--- config.mk ---
export PLATFORM = sky130hd
export DESIGN_NAME = i2s_reader_buffer_ctrl
export DESIGN_NICKNAME = d
export VERILOG_FILES = /design/src/rtl/i2s_reader_buffer_ctrl_pkg.sv /design/src/rtl/i2s_reader_skid_fifo.sv /design/src/rtl/i2s_reader_buffer_ctrl.sv
export SDC_FILE = /design/constraint.sdc
export NUM_CORES = 1
export LEC_CHECK = 0
export BUFFER_PORTS_ARGS = -buffer_cell sky130_fd_sc_hd__buf_2
export CAP_MARGIN = 20
export CORE_UTILIZATION = 52
export DETAILED_ROUTE_END_ITERATION = 12
export PLACE_DENSITY_LB_ADDON = 0.2
export SETUP_SLACK_MARGIN = 0.2
export SYNTH_ARGS = -nofsm -noshare
export SYNTH_HDL_FRONTEND = slang
export SYNTH_SLANG_ARGS = --single-unit
--- constraint.sdc ---
create_clock -name clk -period 5.5 [get_ports clk]
set_input_delay 0 -clock clk [delete_from_list [all_inputs] [get_ports clk]]
set_output_delay 0 -clock clk [all_outputs]
set_load 0.05 [all_outputs]
--- src/rtl/i2s_reader_buffer_ctrl_pkg.sv ---
// Shared encodings and helpers for the I2S reader ping-pong buffer scheduler.
package i2s_reader_defines;

  localparam logic [1:0] BUF_EMPTY  = 2'd0;
  localparam logic [1:0] BUF_ACTIVE = 2'd1;
  localparam logic [1:0] BUF_DRAIN  = 2'd2;
  localparam logic [1:0] BUF_FULL   = 2'd3;

  localparam logic [1:0] CTRL_IDLE = 2'd0;
  localparam logic [1:0] CTRL_RUN  = 2'd1;
  localparam logic [1:0] CTRL_STOP = 2'd2;

  localparam int DEF_FIFO_DEPTH = 4;
  localparam int ENTRY_W        = 65;

  typedef struct packed {
    logic        tag;
    logic [31:0] addr;
    logic [31:0] data;
  } fifo_entry_t;

  // Byte address of a word slot; wraps modulo 2^32.
  function automatic logic [31:0] word_addr(input logic [31:0] base, input logic [23:0] offset);
    return base + {6'd0, offset, 2'd0};
  endfunction

endpackage

--- src/rtl/i2s_reader_skid_fifo.sv ---
// Synchronous skid FIFO between PHY word strobes and the memory write port.
module i2s_reader_skid_fifo #(
  parameter int DEPTH = 4,
  parameter int WIDTH = 65
) (
  input  logic             clk,
  input  logic             rst,
  input  logic             push_i,
  input  logic [WIDTH-1:0] push_data_i,
  input  logic             pop_i,
  output logic [WIDTH-1:0] head_o,
  output logic             full_o,
  output logic             empty_o
);
  localparam int AW = $clog2(DEPTH);

  logic [WIDTH-1:0] mem_q [DEPTH];
  logic [AW-1:0]    wr_ptr_q;
  logic [AW-1:0]    rd_ptr_q;
  logic [AW:0]      count_q;
  logic             do_push_s;
  logic             do_pop_s;

  assign empty_o   = (count_q == '0);
  assign full_o    = (count_q == (AW+1)'(DEPTH));
  assign do_pop_s  = pop_i & ~empty_o;
  // A pop frees the slot first, so a full FIFO still accepts a same-cycle push.
  assign do_push_s = push_i & (~full_o | do_pop_s);
  assign head_o    = mem_q[rd_ptr_q];

  // Storage array, written on accepted push.
  always_ff @(posedge clk) begin
    if (do_push_s) begin
      mem_q[wr_ptr_q] <= push_data_i;
    end
  end

  // Pointer and occupancy tracking.
  always_ff @(posedge clk) begin
    if (rst) begin
      wr_ptr_q <= '0;
      rd_ptr_q <= '0;
      count_q  <= '0;
    end else begin
      if (do_push_s) begin
        wr_ptr_q <= wr_ptr_q + AW'(1);
      end
      if (do_pop_s) begin
        rd_ptr_q <= rd_ptr_q + AW'(1);
      end
      case ({do_push_s, do_pop_s})
        2'b10:   count_q <= count_q + (AW+1)'(1);
        2'b01:   count_q <= count_q - (AW+1)'(1);
        default: count_q <= count_q;
      endcase
    end
  end

endmodule

--- src/rtl/i2s_reader_buffer_ctrl.sv ---
// Ping-pong buffer scheduler: offers buffers to the I2S PHY, turns strobes into
// addressed memory writes, and retires filled buffers to software.
module i2s_reader_buffer_ctrl
  import i2s_reader_defines::*;
#(
  parameter int FIFO_DEPTH = DEF_FIFO_DEPTH,
  parameter int CNT_WIDTH  = 16
) (
  input  logic                 clk,
  input  logic                 rst,
  input  logic                 i_enable,
  input  logic [23:0]          i_buf_size,
  input  logic [31:0]          i_base_addr0,
  input  logic [31:0]          i_base_addr1,
  input  logic [1:0]           i_buf_release,
  output logic [23:0]          o_wfifo_size,
  output logic [1:0]           o_wfifo_ready,
  input  logic [1:0]           i_wfifo_activate,
  input  logic                 i_wfifo_strobe,
  input  logic [31:0]          i_wfifo_data,
  output logic                 o_mem_we,
  output logic [31:0]          o_mem_addr,
  output logic [31:0]          o_mem_data,
  input  logic                 i_mem_ack,
  output logic [1:0]           o_buf_full,
  output logic                 o_irq,
  output logic [CNT_WIDTH-1:0] o_drop_count,
  output logic                 o_busy
);
  localparam int PW = $clog2(FIFO_DEPTH) + 1;

  logic [1:0]                ctrl_q, ctrl_d;
  logic [1:0][1:0]           buf_st_q, buf_st_d;
  logic                      next_buf_q, next_buf_d;
  logic [1:0][23:0]          offset_q, offset_d;
  logic [1:0][PW-1:0]        pend_q, pend_d;
  logic [1:0]                act_prev_q;
  logic [1:0]                ready_q, ready_d;
  logic                      irq_q, irq_d;
  logic [CNT_WIDTH-1:0]      drop_q, drop_d;

  fifo_entry_t push_entry_s, head_s;
  logic        fifo_full_s, fifo_empty_s, fifo_pop_s;
  logic        one_act_s, act_idx_s, in_range_s, push_s, drop_s;
  logic [1:0]  push_hit_s, pop_hit_s, claim_s;

  assign fifo_pop_s = ~fifo_empty_s & i_mem_ack;
  assign one_act_s  = i_wfifo_activate[0] ^ i_wfifo_activate[1];
  assign act_idx_s  = i_wfifo_activate[1];
  assign in_range_s = offset_q[act_idx_s] < i_buf_size;
  assign push_s     = i_wfifo_strobe & one_act_s & in_range_s & (~fifo_full_s | fifo_pop_s);
  assign drop_s     = i_wfifo_strobe & ~push_s;
  assign push_hit_s = push_s ? (act_idx_s ? 2'b10 : 2'b01) : 2'b00;
  assign pop_hit_s  = fifo_pop_s ? (head_s.tag ? 2'b10 : 2'b01) : 2'b00;

  assign push_entry_s.tag  = act_idx_s;
  assign push_entry_s.addr = word_addr(act_idx_s ? i_base_addr1 : i_base_addr0, offset_q[act_idx_s]);
  assign push_entry_s.data = i_wfifo_data;

  // The PHY may only claim the buffer currently being offered.
  assign claim_s[0] = (ctrl_q == CTRL_RUN) & ~next_buf_q & ready_q[0] & i_wfifo_activate[0];
  assign claim_s[1] = (ctrl_q == CTRL_RUN) &  next_buf_q & ready_q[1] & i_wfifo_activate[1];

  i2s_reader_skid_fifo #(
    .DEPTH (FIFO_DEPTH),
    .WIDTH (ENTRY_W)
  ) u_skid_fifo (
    .clk         (clk),
    .rst         (rst),
    .push_i      (push_s),
    .push_data_i (push_entry_s),
    .pop_i       (fifo_pop_s),
    .head_o      (head_s),
    .full_o      (fifo_full_s),
    .empty_o     (fifo_empty_s)
  );

  // Next-state logic for control FSM, buffer states, offsets and counters.
  always_comb begin
    ctrl_d     = ctrl_q;
    buf_st_d   = buf_st_q;
    next_buf_d = next_buf_q;
    offset_d   = offset_q;
    pend_d     = pend_q;
    ready_d    = 2'b00;
    irq_d      = 1'b0;
    drop_d     = drop_q;

    if (drop_s && (drop_q != {CNT_WIDTH{1'b1}})) begin
      drop_d = drop_q + {{(CNT_WIDTH-1){1'b0}}, 1'b1};
    end else begin
      drop_d = drop_q;
    end

    for (int b = 0; b < 2; b++) begin
      pend_d[b] = pend_q[b] + {{(PW-1){1'b0}}, push_hit_s[b]} - {{(PW-1){1'b0}}, pop_hit_s[b]};
      if (push_hit_s[b]) begin
        offset_d[b] = offset_q[b] + 24'd1;
      end else begin
        offset_d[b] = offset_q[b];
      end
      case (buf_st_q[b])
        BUF_EMPTY: begin
          if (claim_s[b]) begin
            buf_st_d[b] = BUF_ACTIVE;
            offset_d[b] = 24'd0;
            next_buf_d  = ~next_buf_q;
          end else begin
            buf_st_d[b] = BUF_EMPTY;
          end
        end
        BUF_ACTIVE: begin
          if (act_prev_q[b] && !i_wfifo_activate[b]) begin
            buf_st_d[b] = BUF_DRAIN;
          end else begin
            buf_st_d[b] = BUF_ACTIVE;
          end
        end
        BUF_DRAIN: begin
          // Completion only counts while running; a stopped buffer is discarded.
          if ((ctrl_q == CTRL_RUN) && (pend_d[b] == '0)) begin
            buf_st_d[b] = BUF_FULL;
            irq_d       = 1'b1;
          end else begin
            buf_st_d[b] = BUF_DRAIN;
          end
        end
        BUF_FULL: begin
          if (i_buf_release[b]) begin
            buf_st_d[b] = BUF_EMPTY;
          end else begin
            buf_st_d[b] = BUF_FULL;
          end
        end
        default: buf_st_d[b] = BUF_EMPTY;
      endcase
    end

    if ((ctrl_q == CTRL_RUN) && i_enable && (buf_st_q[next_buf_q] == BUF_EMPTY) && (claim_s == 2'b00)) begin
      ready_d[next_buf_q] = 1'b1;
    end else begin
      ready_d = 2'b00;
    end

    case (ctrl_q)
      CTRL_IDLE: begin
        if (i_enable && (i_buf_size != 24'd0)) begin
          ctrl_d = CTRL_RUN;
        end else begin
          ctrl_d = CTRL_IDLE;
        end
      end
      CTRL_RUN: begin
        if (!i_enable) begin
          ctrl_d = CTRL_STOP;
        end else begin
          ctrl_d = CTRL_RUN;
        end
      end
      CTRL_STOP: begin
        if (fifo_empty_s && (i_wfifo_activate == 2'b00)) begin
          ctrl_d     = CTRL_IDLE;
          next_buf_d = 1'b0;
          for (int b = 0; b < 2; b++) begin
            if (buf_st_d[b] != BUF_FULL) begin
              buf_st_d[b] = BUF_EMPTY;
            end else begin
              buf_st_d[b] = BUF_FULL;
            end
          end
        end else begin
          ctrl_d = CTRL_STOP;
        end
      end
      default: ctrl_d = CTRL_IDLE;
    endcase
  end

  // State registers.
  always_ff @(posedge clk) begin
    if (rst) begin
      ctrl_q     <= CTRL_IDLE;
      buf_st_q   <= {BUF_EMPTY, BUF_EMPTY};
      next_buf_q <= 1'b0;
      offset_q   <= '0;
      pend_q     <= '0;
      act_prev_q <= 2'b00;
      ready_q    <= 2'b00;
      irq_q      <= 1'b0;
      drop_q     <= '0;
    end else begin
      ctrl_q     <= ctrl_d;
      buf_st_q   <= buf_st_d;
      next_buf_q <= next_buf_d;
      offset_q   <= offset_d;
      pend_q     <= pend_d;
      act_prev_q <= i_wfifo_activate;
      ready_q    <= ready_d;
      irq_q      <= irq_d;
      drop_q     <= drop_d;
    end
  end

  assign o_wfifo_size  = i_buf_size;
  assign o_wfifo_ready = ready_q;
  assign o_mem_we      = ~fifo_empty_s;
  assign o_mem_addr    = fifo_empty_s ? 32'd0 : head_s.addr;
  assign o_mem_data    = fifo_empty_s ? 32'd0 : head_s.data;
  assign o_buf_full[0] = (buf_st_q[0] == BUF_FULL);
  assign o_buf_full[1] = (buf_st_q[1] == BUF_FULL);
  assign o_irq         = irq_q;
  assign o_drop_count  = drop_q;
  assign o_busy        = (ctrl_q != CTRL_IDLE);

endmodule
==> results.yml <==
run_status:
  status: "complete, no violations"
power_and_ir_drop:
  intPower_uw: 5250
  pwr-share-seq_pct: 38.2
  power_frac_comb_pct: 31.5
  peakVddDrop_v: 0.0002143
  p_sw_share_pct: 35.00
  power_frac_clock_pct: 30.3
  p_leak_uw: 0.007706
  p_sw_uw: 2828
  powerDensity_mw_per_mm2: 400.8
global_route:
  track_usage_pct: 23.75
  grt_max_degree: 67
  antenna_found_initial: 2
  grt_pass1_wl_um: 61020
  grt_pass1_vias: 11225
  grt.overflow.total: 0
sta:
  skew_ns: 0.01106
  period_needed_ns: 4.304
  rsz0062_at_grt: "false"
  tightest_slew_ns: 0.9200
  max_slew_margin_pct: 38.67
  fmax_ghz: 0.2323
  fin_setup_tns_ns: 0
  finalHoldViolCount: 0
  setup_viol: 0
  finalWorstSetupSlack_ns: 1.196
  finalCritPeriodShare_pct: 78.26
  drv_slew: 0
critical_path:
  cp_slowest_cell: "dlygate4sd3_1"
  max_stage_delay_ns: 0.53
  cp.arrival_ns: 4.74
  startpoint: "i_wfifo_activate[1]"
  worstSetupStartpointType: "input port"
  reg2reg_depth: 15
  reg2reg_from: "offset_q[23]"
  required_ns: 5.93
  crit_fanout: 35
  cp_cell_sequence: "dlygate4sd3_1 > buf_4 > mux2_2 > ha_1 > nand4_1 > nor3_2 > nor4b_2 > o21ai_4 > buf_4 > and2_1 > inv_2 > ha_1 > inv_1 > fa_1 > xor2_1 > or3_1 > a21oi_1"
  critPathKind: "in2reg"
  cp-end-kind: "flip-flop"
routing:
  routed_wl_um: 39490
  via_per_inst: 5.625
  drt_iter0_markers: 624
  vias: 11419
  firstDrtPassIters: 6
  drc: 0
  ant_nets: 0
  wl_per_cell_um: 19.45
synth:
  synth_edf_count: 260
  syn_nets: 1501
  ys_warn_count: 0
  synth_area_per_cell_um2: 13.01
  syn_inst: 1308
  ys_seq_area_share_pct: 56.59
  synthDistinctLibCells: 70
  ys_ff_latch: 351
  async_flop_share_pct: 0
  synth-main-ff-cell: "edfxtp_1"
  syn-cell-area_mm2: 0.01702
finish:
  final_nets: 1762
  layout-drive-gt1-share_pct: 27.42
  final_common_cell: "edfxtp_1"
  mostFrequentLayoutCells: "edfxtp_1, buf_2, dfxtp_1"
  final_util_pct: 63.23
  fillers: 2501
  area_delta_synth_final_pct: 18.46
job:
  drv_cap: 0
placement:
  place_worst_setup_slack_ns: 1.219
  port_buffers: 239
  dp_hpwl_um: 27190
  place_congestion: 0.9255
clocking:
  cts.htree.levels: 2
  clockBufferDepth: 3
  post_cts_buffers: 0
  cts_sinks: 351
  clkLatencyLatePin_ns: 0.52
  cts_hold_buf: 43
  cts_resized: 0
  clockRootBuffer: "clkbuf_16"
  cts_tree: "done"
  cts_buffers: 38
  clkSlewWorstSetupHoldPaths_ns: 0.06
min_path:
  min_from: "i_base_addr0[2]"
  hold_depth: 3
  hp-class: "in2reg"
floorplanning:
  dieArea_mm2: 0.03345
  dieWidth_um: 182.9
  ios: 240
  fp.dieH_um: 182.9
  start_util_pct: 53.37
  fp.coreArea_mm2: 0.03188
  rows: 65
synth_stat cells, drive strengths merged (4+ instances only):
library cell | number | share of area (%)
nor2 | 77 | 1.7
nor4b | 4 | 0.24
o211ai | 4 | 0.18
or3 | 14 | 0.51
nor3 | 13 | 0.41
inv | 57 | 1.3
xor2 | 30 | 1.5
a21oi | 66 | 2.0
clkbuf | 42 | 0.93
a31oi | 5 | 0.18
nand4 | 30 | 1.1
mux4 | 65 | 8.6
nand3 | 29 | 0.85
xnor2 | 37 | 1.9
and2 | 80 | 2.9
a2111oi | 4 | 0.32
mux2 | 45 | 3.0
nand2 | 64 | 1.4
o21a | 5 | 0.22
nor4 | 14 | 0.51
buf | 36 | 1.4
or4 | 16 | 0.71
o21bai | 5 | 0.22
mux2i | 10 | 0.59
nand2b | 6 | 0.22
ha | 60 | 4.4
dfxtp | 91 | 11
o21ai | 33 | 1.0
and4 | 4 | 0.21
fa | 4 | 0.47
a211oi | 6 | 0.26
a21o | 21 | 0.93
o31ai | 14 | 0.62
nor2b | 8 | 0.29
and3 | 21 | 0.77
edfxtp | 260 | 46
per-layer routing:
| metal | track usage, % | up-vias | wire (um) |
|---|---|---|---|
| met5 | 0 | - | 13 |
| met4 | 8.267 | 2 | 1192 |
| met3 | 3.693 | 76 | 2046 |
| met2 | 40.29 | 342 | 19100 |
| met1 | 31.18 | 5563 | 17140 |
| li1 | - | 5436 | - |
area by class of cell:
class | count | area, um^2 | share of cell area (%)
antenna | 1 | 2.502 | 0.01241
tap | 435 | 544.3 | 2.700
inverter | 58 | 217.7 | 1.080
sequential | 351 | 9637 | 47.81
timing repair buffer | 299 | 1769 | 8.777
multi-input combinational | 821 | 6793 | 33.70
clock buffer | 50 | 1037 | 5.146
clock inverter | 15 | 156.4 | 0.7759
critical path: cells and delay by family:
kind / cells / cell delay, ns
buffers and inverters: 5 / 1.45
and+or+nand+nor: 5 / 1.42
adders and majority gates: 3 / 0.99
muxes: 1 / 0.42
AOI/OAI and AO/OA: 2 / 0.26
xor gates and xnor gates: 1 / 0.16
power groups by stage:
stage	clock [uW]	combinational (uW)	sequential (uW)
floorplan	0	2020	3070
global placement	0	2530	3140
detailed placement	0	2550	3140
CTS	2500	2580	3090
global route	2600	2710	3100
finish	2440	2550	3090
path summary, 6_finish.rpt:
check	to	slack (ns)
max reg2reg	u_skid_fifo.count_q[2]	1.37
min reg2reg	ctrl_q[0]	0.48
min	u_skid_fifo.mem_q[0][34]	0.01
max	u_skid_fifo.count_q[2]	1.20
per-stage QoR:
stage	total power, uW	hold slack [ns]	cells	area [um^2]
2_1_floorplan	5082	0.09887	1308	17020
3_3_place_gp	5666	0.2159	1921	18530
3_5_place_dp	5689	0.2186	1921	18530
4_1_cts	8164	0.003028	2029	20150
5_1_grt	8414	0.03728	2030	20160
6_report	8078	0.01399	2030	20160
state kept, by name, indices dropped and copies added, names as in the netlist, named ones only:
| name | flops |
|---|---|
| u_skid_fifo.mem_q | 260 |
| offset_q | 48 |
| o_drop_count | 16 |
| pend_q | 6 |
| buf_st_q | 4 |
| u_skid_fifo.count_q | 3 |
| act_prev_q | 2 |
| ctrl_q | 2 |
| o_wfifo_ready | 2 |
| u_skid_fifo.rd_ptr_q | 2 |
| u_skid_fifo.wr_ptr_q | 2 |
| next_buf_q | 1 |
| o_irq | 1 |
cells by family after synthesis:
logic type,share of synthesized area [%]
buffers and inverters,3.603
multiplexers,12.19
flip-flops,56.59
adder cells (fa/ha/maj),4.883
XOR/XNOR,3.449
AO/OA/AOI/OAI,6.905
AND/OR/NAND/NOR,12.38
Note: power is estimated with default switching activity, not from simulation.
